`src/rtl/tsetlin_pkg.sv`:
```
// Shared definitions for the Tsetlin automaton bank: feedback codes and the
// popcount used to accumulate action flips.
package tsetlin_pkg;

    localparam logic [1:0] FB_NONE    = 2'b00;
    localparam logic [1:0] FB_REWARD  = 2'b01;
    localparam logic [1:0] FB_PENALTY = 2'b10;

    localparam int FLIP_W = 16;
    // Widest flip vector the popcount accepts; callers zero-extend to this.
    localparam int MAX_TA = 256;

    function automatic logic [FLIP_W-1:0] popcount(input logic [MAX_TA-1:0] v);
        logic [FLIP_W-1:0] cnt;
        cnt = '0;
        for (int i = 0; i < MAX_TA; i++) begin
            cnt = cnt + FLIP_W'(v[i]);
        end
        return cnt;
    endfunction

endpackage

```
`src/rtl/tsetlin_next.sv`:
```
// Next-state logic for one Tsetlin automaton. It is purely combinational, and
// its flip output is high when the action bit (the state MSB) would change.
module tsetlin_next
    import tsetlin_pkg::*;
#(
    parameter int STATE_W = 3
) (
    input  logic [STATE_W-1:0] state,
    input  logic [1:0]         fb,
    input  logic               en,
    output logic [STATE_W-1:0] next_state,
    output logic               flip
);

    localparam logic [STATE_W-1:0] MAX = '1;
    localparam logic [STATE_W-1:0] ONE = {{(STATE_W-1){1'b0}}, 1'b1};

    logic act_bit;
    assign act_bit = state[STATE_W-1];

    always_comb begin
        next_state = state;
        if (en) begin
            case (fb)
                FB_REWARD: begin
                    if (act_bit) begin
                        if (state != MAX) next_state = state + ONE;
                    end else begin
                        if (state != '0) next_state = state - ONE;
                    end
                end
                // Penalty never saturates: it always moves toward HALF-1/HALF.
                FB_PENALTY: begin
                    if (act_bit) next_state = state - ONE;
                    else         next_state = state + ONE;
                end
                default: ;
            endcase
        end
        flip = next_state[STATE_W-1] ^ state[STATE_W-1];
    end

endmodule

```
`src/rtl/tsetlin_bank.sv`:
```
// Bank of N_TA Tsetlin automata. It has a valid/ready update port, a broadcast
// mode, an out-of-range index error pulse and a saturating action-flip counter.
module tsetlin_bank
    import tsetlin_pkg::*;
#(
    parameter int N_TA       = 4,
    parameter int STATE_W    = 3,
    parameter int INIT_STATE = 2**(STATE_W-1) - 1,
    parameter int IDX_W      = (N_TA > 1) ? $clog2(N_TA) : 1
) (
    input  logic               clk,
    input  logic               rst_n,
    input  logic               upd_valid,
    output logic               upd_ready,
    input  logic [IDX_W-1:0]   upd_idx,
    input  logic               upd_bcast,
    input  logic [1:0]         upd_fb,
    input  logic               freeze,
    output logic [N_TA-1:0]    action,
    input  logic [IDX_W-1:0]   rd_idx,
    output logic [STATE_W-1:0] rd_state,
    output logic               upd_err,
    output logic [15:0]        flip_cnt
);

    localparam logic [STATE_W-1:0] INIT = STATE_W'(INIT_STATE);

    logic [STATE_W-1:0] state_q [N_TA];
    logic [STATE_W-1:0] state_d [N_TA];
    logic [N_TA-1:0]    sel;
    logic [N_TA-1:0]    flip_vec;
    logic               ready_q;
    logic               accept;
    logic               idx_bad;
    logic [15:0]        flip_pop;
    logic [16:0]        flip_sum;

    // ready_q keeps upd_ready low for the first cycle after reset release.
    assign upd_ready = ready_q & rst_n & ~freeze;
    assign accept    = upd_valid & upd_ready;
    assign idx_bad   = int'(upd_idx) >= N_TA;

    for (genvar i = 0; i < N_TA; i++) begin : g_ta
        assign sel[i]    = accept & (upd_bcast | (int'(upd_idx) == i));
        assign action[i] = state_q[i][STATE_W-1];

        tsetlin_next #(.STATE_W(STATE_W)) u_next (
            .state      (state_q[i]),
            .fb         (upd_fb),
            .en         (sel[i]),
            .next_state (state_d[i]),
            .flip       (flip_vec[i])
        );
    end

    assign flip_pop = popcount(MAX_TA'(flip_vec));
    assign flip_sum = {1'b0, flip_cnt} + {1'b0, flip_pop};

    always_ff @(posedge clk) begin
        if (!rst_n) begin
            for (int i = 0; i < N_TA; i++) state_q[i] <= INIT;
            ready_q  <= 1'b0;
            upd_err  <= 1'b0;
            flip_cnt <= '0;
        end else begin
            for (int i = 0; i < N_TA; i++) state_q[i] <= state_d[i];
            ready_q  <= 1'b1;
            upd_err  <= accept & ~upd_bcast & idx_bad;
            flip_cnt <= flip_sum[16] ? 16'hFFFF : flip_sum[15:0];
        end
    end

    always_comb begin
        rd_state = '0;
        for (int i = 0; i < N_TA; i++) begin
            if (int'(rd_idx) == i) rd_state = state_q[i];
        end
    end

endmodule

```
`config.mk`:
```
export PLATFORM = sky130hd
export DESIGN_NAME = tsetlin_bank
export DESIGN_NICKNAME = d
export VERILOG_FILES = /design/src/rtl/tsetlin_pkg.sv /design/src/rtl/tsetlin_next.sv /design/src/rtl/tsetlin_bank.sv
export SDC_FILE = /design/constraint.sdc
export NUM_CORES = 1
export LEC_CHECK = 0
export CAP_MARGIN = 20
export CORE_ASPECT_RATIO = 1.1
export CORE_UTILIZATION = 30
export CTS_CLUSTER_SIZE = 28
export DETAILED_ROUTE_END_ITERATION = 6
export SLEW_MARGIN = 10
export SYNTH_ARGS = -nofsm -noshare
export SYNTH_HDL_FRONTEND = slang
export SYNTH_SLANG_ARGS = --single-unit
```
`constraint.sdc`:
```
create_clock -name clk -period 3.5 [get_ports clk]
set_clock_uncertainty 0.2 [all_clocks]
set_input_delay 0.35 -clock clk [delete_from_list [all_inputs] [get_ports clk]]
set_output_delay 0.35 -clock clk [all_outputs]
set_load 0.01 [all_outputs]
```
Word level (Yosys, flattened, before mapping)

Memories as Yosys holds them, arrays and structs flattened.
Cells that the tools add are included.

Flip-flop bits (word level): 17
Bits in writable memories: 12
Bits of input ports: 11
Output and inout bits: 25
Word-level logic and storage cells: 88
Memories kept: 1

Memories:

| memory  | depth | bits a word | rd ports | clocked after memory_dff | write ports | line               | source |
|---|---|---|---|---|---|---|---|
| state_q | 4     | 3           | 4        | 0                        | 4           | tsetlin_bank.sv:28 | `logic [STATE_W-1:0] state_q [N_TA];` |

Add/sub/neg operators: 12
Equality and inequality tests: 12
Mux-type cells: 35
Bitwise gates (word level): 20
Reduce and logical (&&, ||, !) cells: 6

Operators by type and width:

| cell                | number |
|---|---|
| $mux 3              | 28 |
| $pmux 3 s2          | 4 |
| $add 16x4->17       | 1 |
| $mux 16             | 1 |
| $add 3x1->3 const B | 4 |
| $ne 3x3->1 const B  | 4 |
| $reduce_bool 3->1   | 4 |
| $sub 3x1->3 const B | 4 |
| $eq 2x2->1 const B  | 5 |
| $or 1x1->1          | 8 |
| $and 1x1->1         | 7 |
| $eq 2x1->1 const B  | 3 |
| $add 3x1->4         | 1 |
| $logic_not 2->1     | 2 |
| $xor 1x1->1         | 4 |
| $add 2x1->3         | 1 |
| $add 1x1->2         | 1 |
| $mux 1              | 2 |
| $not 1->1           | 1 |

Depth between registers and ports, before layout

Gate-level depths: netlist of the first run.
An unclocked memory read counts as a cell.

Depth in word-level cells: 12
Mapped depth: 15
Depth with buffers taken out: 14

By module

A second synthesis of the first run with hierarchy kept.

Cells, all modules: 275
Area, all modules: 2354.8 um^2

By module, submodules not included:

| module                            | instances | cells an instance | area each (um^2) | sequential area each (um^2) |
|---|---|---|---|---|
| tsetlin_bank                      | 1         | 137               | 1338.8           | 580.6 |
| tsetlin_next (g_ta[2].u_next ...) | 2         | 35                | 264.0            | 0.0 |
| tsetlin_next (g_ta[0].u_next ...) | 2         | 34                | 244.0            | 0.0 |

Worst setup path after synthesis of the first run

No wires, ideal clock.

Path type: in2reg
From: in upd_fb[1]
To: reg flip_cnt[11]
Library setup time: 0.072 ns
Data arrival time: 3.536 ns
Data required time: 3.228 ns
Slack: -0.308 ns
Stages: 15
Path buffers: 2
Cells stage by stage: inv_1 ha_1 clkbuf_1 o21ai_0 or3b_2 nand3_1 fa_1 fa_1 inv_1 fa_1 nand3_2 nor4_4 nand2_2 buf_2 a21oi_1

Cells in the longest elaborated chain, start to end: 9
Elaborated cells between the ends (all ways): 19
Classes of those cells: 4 x add/sub; 2 x eq/ne; 9 x mux; 4 x bitwise

Ends and longest elaborated chain:

| what                                            | line               | source |
|---|---|---|
| from (decl)                                     | tsetlin_bank.sv:17 | `input logic [1:0] upd_fb,` |
| $eq 2x2->1 / $eq 2x1->1 (equally long branches) | tsetlin_next.sv:24 | `case (fb)` |
| $pmux 3 s2                                      | tsetlin_next.sv:24 |  |
| $mux 3                                          | tsetlin_next.sv:23 | `if (en) begin` |
| $xor 1x1->1                                     | tsetlin_next.sv:40 | `flip = next_state[STATE_W-1] ^ state[STATE_W-1];` |
| $add 1x1->2                                     | tsetlin_pkg.sv:17  | `cnt = cnt + FLIP_W'(v[i]);` |
| $add 2x1->3                                     | tsetlin_pkg.sv:17  |  |
| $add 3x1->4 *                                   | tsetlin_pkg.sv:17  |  |
| $add 16x4->17 *                                 | tsetlin_bank.sv:57 | `assign flip_sum = {1'b0, flip_cnt} + {1'b0, flip_pop};` |
| $mux 16 *                                       | tsetlin_bank.sv:69 | `flip_cnt <= flip_sum[16] ? 16'hFFFF : flip_sum[15:0];` |
| to (signal assigned)                            | tsetlin_bank.sv:69 |  |
| to (decl)                                       | tsetlin_bank.sv:23 | `output logic [15:0] flip_cnt` |

Mark *: on every way between the ends. The rest lies on a longest branch, timed or not.
A chain may end at the register's enable or synchronous reset.

==> metrics.txt, run 1 <==
# TYPE chip_impl_metric gauge
chip_impl_info{name="outcome",value="finished clean"} 1
chip_impl_metric{name="ff2ff_setup_slack",unit="ns"} 0.03
chip_impl_metric{name="worst_path_largest_cell_delay",unit="ns"} 0.42
chip_impl_metric{name="seq_area_frac_synth",unit="%"} 26.8
chip_impl_metric{name="synth-edff-count",unit=""} 0
chip_impl_metric{name="timing.critical_path.fanout_max",unit=""} 3
chip_impl_info{name="timing.critical_path.cells",value="inv_2 > buf_6 > ha_4 > nor2b_1 > o21ai_1 > or3b_4 > nand3_4 > fa_1 > fa_2 > inv_2 > fa_2 > nand3_4 > buf_4 > buf_4 > nor3_2 > xnor2_1 > a21oi_1"} 1
chip_impl_metric{name="layout-area-overhead-vs-synth",unit="%"} 47.3
chip_impl_metric{name="fin_crit_sh",unit="%"} 99.1
chip_impl_metric{name="max_cap_viol_count",unit=""} 0
chip_impl_metric{name="crit_required",unit="ns"} 3.46
chip_impl_info{name="hold_end",value="state_q[0][0]"} 1
chip_impl_info{name="worstHoldPathType",value="flop to flop"} 1
chip_impl_metric{name="share_clk_of_total_power",unit="%"} 45.6
chip_impl_metric{name="tritoncts.num_buffers",unit=""} 5
chip_impl_metric{name="number_of_antenna_violations_at_the_first_check_in_global_routing",unit=""} 0
chip_impl_metric{name="grt_start_max_net_pins",unit=""} 22
chip_impl_info{name="crit-reg2reg-capture",value="flip_cnt[10]"} 1
chip_impl_metric{name="p_switching",unit="uW"} 194
chip_impl_metric{name="initial_core_util",unit="%"} 30.9
chip_impl_metric{name="route.antenna.remaining_nets",unit=""} 0
chip_impl_metric{name="postLayoutCoreUtil",unit="%"} 45.5
chip_impl_metric{name="critPathArrivalTime",unit="ns"} 3.43
chip_impl_metric{name="setup_violations",unit=""} 0
chip_impl_metric{name="post_synth_instance_area",unit="um^2"} 2160
chip_impl_metric{name="p_leak",unit="uW"} 0.00133
chip_impl_metric{name="fraction_of_final_layout_cells_with_drive_strength_greater_than_1",unit="%"} 34.5
chip_impl_metric{name="routabilityCongestion",unit=""} 0.843
chip_impl_metric{name="rr_worst_depth",unit=""} 17
chip_impl_metric{name="grtUsageTotal",unit="%"} 15.8
chip_impl_metric{name="design_area",unit="um^2"} 3190
chip_impl_metric{name="overall_die_area",unit="um^2"} 7560
chip_impl_metric{name="syn-instance-count",unit=""} 238
chip_impl_metric{name="maxSlewViolCount",unit=""} 0
chip_impl_info{name="commonest_cells_after_routing_fill_and_taps_aside",value="buf_4, clkdlybuf4s50_1, dfxtp_1"} 1
chip_impl_metric{name="syn_avg_cell_area",unit="um^2"} 9.09
chip_impl_metric{name="power",unit="uW"} 817
chip_impl_metric{name="dp_hpwl",unit="mm"} 4.04
chip_impl_metric{name="maxClockFrequency",unit="GHz"} 0.288
chip_impl_metric{name="grt_remaining_overflow",unit=""} 0
chip_impl_metric{name="synth_seq_cells",unit=""} 29
chip_impl_metric{name="htree_num_levels",unit=""} 2
chip_impl_metric{name="ioPinCount",unit=""} 36
chip_impl_info{name="postSynth.topFlopCell",value="dfxtp_1"} 1
chip_impl_metric{name="synth-warning-count",unit=""} 0
chip_impl_metric{name="vias",unit=""} 2068
chip_impl_metric{name="final_layout_net_count",unit=""} 344
chip_impl_metric{name="postRouteWirelength",unit="mm"} 5.65
chip_impl_metric{name="final-hold-violation-count",unit=""} 0
chip_impl_metric{name="antenna-diode-count",unit=""} 0
chip_impl_info{name="reg2reg_from",value="state_q[2][1]"} 1
chip_impl_metric{name="synthDistinctLibCells",unit=""} 59
chip_impl_info{name="clockRootBuffer",value="clkbuf_8"} 1
chip_impl_metric{name="power.share.combinational",unit="%"} 13.0
chip_impl_metric{name="hold_slack",unit="ns"} 0.317
chip_impl_metric{name="io_buffers",unit=""} 34
chip_impl_metric{name="first_global_vias",unit=""} 2015
chip_impl_info{name="end_kind",value="flop"} 1
chip_impl_metric{name="power_per_cell_area",unit="nW/um^2"} 256
chip_impl_metric{name="die-width",unit="um"} 83.0
chip_impl_metric{name="cts_hold_buffers",unit=""} 0
chip_impl_info{name="hold_start",value="state_q[0][0]"} 1
chip_impl_metric{name="initialDrtViolationCount",unit=""} 79
chip_impl_metric{name="drtPass1Iterations",unit=""} 4
chip_impl_info{name="path_class",value="flop to flop"} 1
chip_impl_metric{name="worstSkewPairLatency",unit="ns"} 0.28
chip_impl_metric{name="floorplan.core_area",unit="um^2"} 7010
chip_impl_metric{name="floorplan.rows",unit=""} 32
chip_impl_metric{name="placed_area",unit="um^2"} 2840
chip_impl_info{name="grt_setup_unrepaired",value="true"} 1
chip_impl_metric{name="post_dr_wirelength_cell",unit="um"} 14.1
chip_impl_metric{name="vdd_drop_max",unit="uV"} 157
chip_impl_metric{name="fill_cells",unit=""} 677
chip_impl_info{name="critical_path.slowest_cell",value="fa_1"} 1
chip_impl_metric{name="cts.clk_slew.worst_paths",unit="ns"} 0.07
chip_impl_metric{name="route.detailed.drc",unit=""} 0
chip_impl_metric{name="floorplan.die.height",unit="um"} 91.1
chip_impl_metric{name="tritoncts_num_sinks",unit=""} 29
chip_impl_metric{name="syn_nets",unit=""} 267
chip_impl_metric{name="grt_first_pass_wirelength",unit="mm"} 9.69
chip_impl_metric{name="timing.hold.worst_path_depth",unit=""} 2
chip_impl_metric{name="clockBufferDepth",unit=""} 2
chip_impl_info{name="commonest_non_fill_non_tap_cell_in_the_layout",value="buf_4"} 1
chip_impl_info{name="tritoncts",value="yes"} 1
chip_impl_metric{name="p_seq_share",unit="%"} 41.4
chip_impl_metric{name="power.internal",unit="uW"} 623
chip_impl_metric{name="sw_ratio",unit="%"} 23.8
chip_impl_info{name="critPathLaunchType",value="flop"} 1
chip_impl_metric{name="timing.final.crit_period",unit="ns"} 3.47
chip_impl_metric{name="post_drt_via_cell_ratio",unit=""} 5.16
chip_impl_metric{name="async_flop_share",unit="%"} 0
stage by stage:
stage	setup TNS, ns	worst slack (ns)	cells
floorplan	0	0.0532	238
CTS	-0.0955	-0.0557	399
global placement	-6.99	-0.483	381
global route	-1.15	-0.149	401
finish	0	0.0308	401
detailed placement	-7.89	-0.550	381
power by group through the flow:
stage / Clock [uW] / Sequential, uW / Combinational [uW]
floorplan: 0 / 344 / 52.3
global placement: 0 / 346 / 96.1
detailed placement: 0 / 346 / 96.8
CTS: 375 / 338 / 104
global route: 393 / 339 / 116
finish: 372 / 338 / 106
critical path: cells and delay by family, from the launching register on:
family,cells,cell delay [ns]
AO/OA/AOI/OAI,2,0.23
XOR/XNOR,1,0.13
adder cells (fa/ha/maj),4,1.18
buffers and inverters,5,0.54
flip-flops,1,0.33
AND/OR/NAND/NOR,5,0.73
metal layers:
metal / GRT usage (%) / up-vias / wire, um / share of wire, %
li1: - / 1015 / - / -
met1: 19.0 / 992 / 2490 / 44
met2: 28.2 / 56 / 2870 / 51
met3: 3.18 / 5 / 247 / 4.4
met4: 4.31 / 0 / 40 / 0.71
met5: 0 / - / 0 / 0
logic make-up after synthesis:
group	count (synthesis)	share of synthesized area, %
muxes	8	5.55
other	1	0.173
DFF	29	26.8
and+or+nand+nor	73	21.9
AOI/OAI and AO/OA	65	22.5
xor gates and xnor gates	13	5.26
adders and majority gates	18	11.4
buffers and inverters	31	6.36
worst max path at each step:
stage | startpoint | end | slack (ns)
2_1_floorplan | upd_fb[0] | flip_cnt[11] | 0.05
3_3_place_gp | upd_fb[0] | flip_cnt[10] | -0.48
3_5_place_dp | upd_fb[0] | flip_cnt[10] | -0.55
4_1_cts | state_q[2][1] | flip_cnt[14] | -0.06
5_1_grt | state_q[0][0] | flip_cnt[14] | -0.15
6_report | state_q[2][1] | flip_cnt[10] | 0.03
flip-flops by register name (all words and copies together), names as in the netlist:
| name | flops |
|---|---|
| state_q | 12 |
| ready_q | 1 |
| flip_cnt | 16 |
cell type report:
class	instances	area, um^2	share of cell area, %
clock buffers	7	86.3	2.71
clock inverters	1	30.0	0.942
inverters	18	67.6	2.12
multi-input cells	179	1610	50.4
flip-flops and latches	29	586	18.4
well taps	85	106	3.33
repair buffers	82	706	22.1
what timing repair did:
item	CTS	global route
setup buffers	9	2
setup endpoints to repair	16	16
pin swaps	17	6
gates resized for setup	29	18
cloned	1	0
cells in the mapped netlist (4+ instances only):
cell	instances	area (um^2)
a211oi_1	4	30.0
a21boi_0	4	30.0
a21boi_1	5	37.5
a21oi_1	9	45.0
buf_4	5	37.5
clkbuf_1	6	22.5
dfxtp_1	29	581
ha_1	15	188
inv_1	16	60.1
nand2_1	9	33.8
nand2b_1	5	31.3
nand3_1	4	20.0
nand3b_1	7	52.6
nor2_1	9	33.8
nor2b_1	11	68.8
nor3_1	4	20.0
o211a_1	5	50.1
o211ai_1	9	67.6
o21ai_0	12	60.1
xnor2_1	4	35.0
xor2_1	9	78.8
No activity file was read; power rests on OpenSTA's default activity.
==> run 2, diff against run 1 <==
CORE_UTILIZATION = 48   (was 30)
PLACE_DENSITY = 0.76   (was unset)
==> run 2 against run 1 <==
Compared with the run above: clock power down 24%; critical path depth down 1; maximum frequency down 0.41%; die area down 37%; first-iteration DRC count down 1.3%; final cell count down 8.7%; register-to-register slack about the same; worst setup slack worse by 0.014 ns; total power down 11%; clock-buffer cell count down 1; utilization up 28 points; largest cell class unchanged.
==> metrics.txt, run 2 (synthesis results as in run 1) <==
# TYPE chip_impl_metric gauge
chip_impl_metric{name="initial_core_util",unit="%"} 50.1
chip_impl_metric{name="design_area",unit="um^2"} 3180
chip_impl_metric{name="dp_slack",unit="ns"} -0.531
chip_impl_metric{name="groute.layer.met1.usage",unit="%"} 27.9
chip_impl_info{name="grt_setup_unrepaired",value="true"} 1
chip_impl_metric{name="met3_usage",unit="%"} 5.03
chip_impl_metric{name="worstSkewPairLatency",unit="ns"} 0.28
chip_impl_metric{name="ioPinCount",unit=""} 36
chip_impl_metric{name="io_buffers",unit=""} 34
chip_impl_metric{name="timing.hold.worst_path_depth",unit=""} 2
chip_impl_metric{name="fin_crit_sh",unit="%"} 99.5
chip_impl_info{name="commonest_non_fill_non_tap_cell_in_the_layout",value="buf_4"} 1
chip_impl_metric{name="ff2ff_setup_slack",unit="ns"} 0.02
chip_impl_metric{name="setup_violations",unit=""} 0
chip_impl_info{name="crit-reg2reg-capture",value="flip_cnt[14]"} 1
chip_impl_metric{name="clockBufferDepth",unit=""} 2
chip_impl_metric{name="grt_first_pass_wirelength",unit="mm"} 9.52
chip_impl_metric{name="placed_area",unit="um^2"} 2800
chip_impl_metric{name="route.detailed.drc",unit=""} 0
chip_impl_metric{name="p_leak",unit="uW"} 0.00130
chip_impl_metric{name="share_clk_of_total_power",unit="%"} 38.7
chip_impl_metric{name="rr_worst_depth",unit=""} 16
chip_impl_metric{name="grtUsageTotal",unit="%"} 26.1
chip_impl_metric{name="p_switching",unit="uW"} 201
chip_impl_metric{name="drtPass1Iterations",unit=""} 5
chip_impl_info{name="hold_end",value="flip_cnt[15]"} 1
chip_impl_metric{name="power.share.combinational",unit="%"} 14.9
chip_impl_info{name="largest_registers",value="flip_cnt (16), state_q (12), ready_q (1)"} 1
chip_impl_metric{name="initialDrtViolationCount",unit=""} 78
chip_impl_metric{name="vdd_drop_max",unit="uV"} 227
chip_impl_info{name="hold_start",value="flip_cnt[15]"} 1
chip_impl_metric{name="timing.critical_path.fanout_max",unit=""} 4
chip_impl_metric{name="vias",unit=""} 2145
chip_impl_metric{name="met2_usage",unit="%"} 47.1
chip_impl_info{name="critPathLaunchType",value="flop"} 1
chip_impl_metric{name="overall_die_area",unit="um^2"} 4780
chip_impl_info{name="largest-register",value="flip_cnt"} 1
chip_impl_metric{name="tritoncts.num_buffers",unit=""} 5
chip_impl_metric{name="tritoncts_num_sinks",unit=""} 29
chip_impl_metric{name="final-hold-violation-count",unit=""} 0
chip_impl_metric{name="power_per_cell_area",unit="nW/um^2"} 229
chip_impl_metric{name="post_drt_via_cell_ratio",unit=""} 5.86
chip_impl_metric{name="first_global_vias",unit=""} 2129
chip_impl_metric{name="post_dr_wirelength_cell",unit="um"} 16.2
chip_impl_metric{name="timing.final.crit_period",unit="ns"} 3.48
chip_impl_info{name="tritoncts",value="yes"} 1
chip_impl_metric{name="maxSlewViolCount",unit=""} 0
chip_impl_metric{name="floorplan.core_area",unit="um^2"} 4320
chip_impl_metric{name="dp_hpwl",unit="mm"} 3.92
chip_impl_metric{name="fraction_of_final_layout_cells_with_drive_strength_greater_than_1",unit="%"} 35.6
chip_impl_metric{name="route.antenna.remaining_nets",unit=""} 0
chip_impl_info{name="path_class",value="flop to flop"} 1
chip_impl_metric{name="floorplan.rows",unit=""} 25
chip_impl_metric{name="die-width",unit="um"} 66.0
chip_impl_metric{name="tns",unit="ns"} 0
chip_impl_metric{name="antenna-diode-count",unit=""} 0
chip_impl_info{name="busiest_layer",value="met2"} 1
chip_impl_metric{name="power.internal",unit="uW"} 528
chip_impl_metric{name="cts.clk_slew.worst_paths",unit="ns"} 0.07
chip_impl_metric{name="number_of_antenna_violations_at_the_first_check_in_global_routing",unit=""} 0
chip_impl_metric{name="fill_cells",unit=""} 323
chip_impl_info{name="end_kind",value="flop"} 1
chip_impl_metric{name="max_cap_viol_count",unit=""} 0
chip_impl_info{name="worstHoldPathType",value="flop to flop"} 1
chip_impl_metric{name="p_seq_share",unit="%"} 46.3
chip_impl_metric{name="setup_slack",unit="ns"} 0.0165
chip_impl_info{name="critical_path.startpoint",value="state_q[2][1]"} 1
chip_impl_info{name="clockRootBuffer",value="clkbuf_8"} 1
chip_impl_metric{name="critPathArrivalTime",unit="ns"} 3.46
chip_impl_metric{name="routabilityCongestion",unit=""} 0.805
chip_impl_metric{name="layout.area.seq",unit="um^2"} 587
chip_impl_metric{name="crit_required",unit="ns"} 3.48
chip_impl_metric{name="final_layout_net_count",unit=""} 340
chip_impl_metric{name="sw_ratio",unit="%"} 27.6
chip_impl_metric{name="cts_hold_buffers",unit=""} 0
chip_impl_metric{name="multi_input_comb_area",unit="um^2"} 1690
chip_impl_metric{name="htree_num_levels",unit=""} 2
chip_impl_metric{name="layout-area-overhead-vs-synth",unit="%"} 46.8
chip_impl_info{name="outcome",value="finished clean"} 1
chip_impl_info{name="commonest_cells_after_routing_fill_and_taps_aside",value="buf_4, clkdlybuf4s50_1, dfxtp_1"} 1
chip_impl_metric{name="postRouteWirelength",unit="mm"} 5.93
chip_impl_metric{name="grt_start_max_net_pins",unit=""} 22
chip_impl_metric{name="largest_register_ff_count",unit=""} 16
chip_impl_metric{name="floorplan.die.height",unit="um"} 72.4
chip_impl_metric{name="maxClockFrequency",unit="GHz"} 0.287
chip_impl_metric{name="grt_remaining_overflow",unit=""} 0
chip_impl_info{name="reg2reg_from",value="state_q[2][1]"} 1
[run 2: cell types whose count changed in the layout (fill, tap and decap cells not counted), moves of 2 or more]
| cell | previous run | this run |
|---|---|---|
| buf_4 | 46 | 41 |
| clkinv_2 | 0 | 2 |
| dfxtp_2 | 4 | 2 |
| ha_2 | 3 | 1 |
| ha_4 | 3 | 6 |
| inv_4 | 0 | 2 |
| nor2b_1 | 9 | 7 |
[run 2: worst max path at each step]
| stage | endpoint | slack [ns] | cells after the start |
|---|---|---|---|
| after floorplan | flip_cnt[11] | 0.05 | 14 |
| after global placement | flip_cnt[14] | -0.43 | 15 |
| after detailed placement | flip_cnt[14] | -0.53 | 15 |
| after CTS | flip_cnt[8] | -0.03 | 16 |
| after global routing | flip_cnt[14] | -0.11 | 16 |
| final | flip_cnt[14] | 0.02 | 16 |
[run 2: per-stage QoR]
| step | cells | util, % | power (uW) | hold slack (ns) |
|---|---|---|---|---|
| final | 366 | 73.6 | 728 | 0.342 |
| after global routing | 366 | 73.6 | 753 | 0.386 |
| after CTS | 365 | 71.8 | 728 | 0.341 |
| after detailed placement | 349 | 64.8 | 441 | 0.331 |
| after global placement | 349 | 64.8 | 440 | 0.328 |
| after floorplan | 238 | - | 396 | 0.178 |
[run 2: worst max-delay path, stage by stage (launching register included)]
cell and delay, ns:
dfxtp_2 0.34, inv_2 0.08, buf_6 0.10, ha_4 0.14, nor2b_4 0.04, o21ai_2 0.12
or3b_4 0.40, nand3_4 0.08, fa_1 0.46, fa_2 0.41, inv_2 0.07, fa_2 0.23
nand3_4 0.09, nor4_4 0.20, buf_4 0.18, nand4_1 0.08, and3_1 0.17
[run 2: cell type report]
cell class	count	share of cell area, %
tap	54	2.13
multi-input combinational	179	53.1
inverter	18	2.28
timing repair buffer	78	21.4
clock buffer	6	2.28
clock inverter	2	0.315
sequential	29	18.5
[run 2: power by group through the flow]
stage / Combinational, uW / Sequential, uW / Clock (uW)
finish: 109 / 338 / 282
global route: 117 / 338 / 298
CTS: 105 / 337 / 285
detailed placement: 96.2 / 345 / 0
global placement: 94.7 / 345 / 0
floorplan: 52.3 / 344 / 0
[run 2: per-layer routing]
layer  part of all wire, %  vias up
met4                   3.4        0
met1                    39     1029
met2                    53       88
met5                     0        -
met3                   4.4       21
li1                      -     1007
[run 2: what timing repair did]
item	in CTS	in global routing
buffers inserted	7	2
pin swaps	18	11
gates cloned	1	0
setup endpoints to repair	16	16
resized for setup	45	18
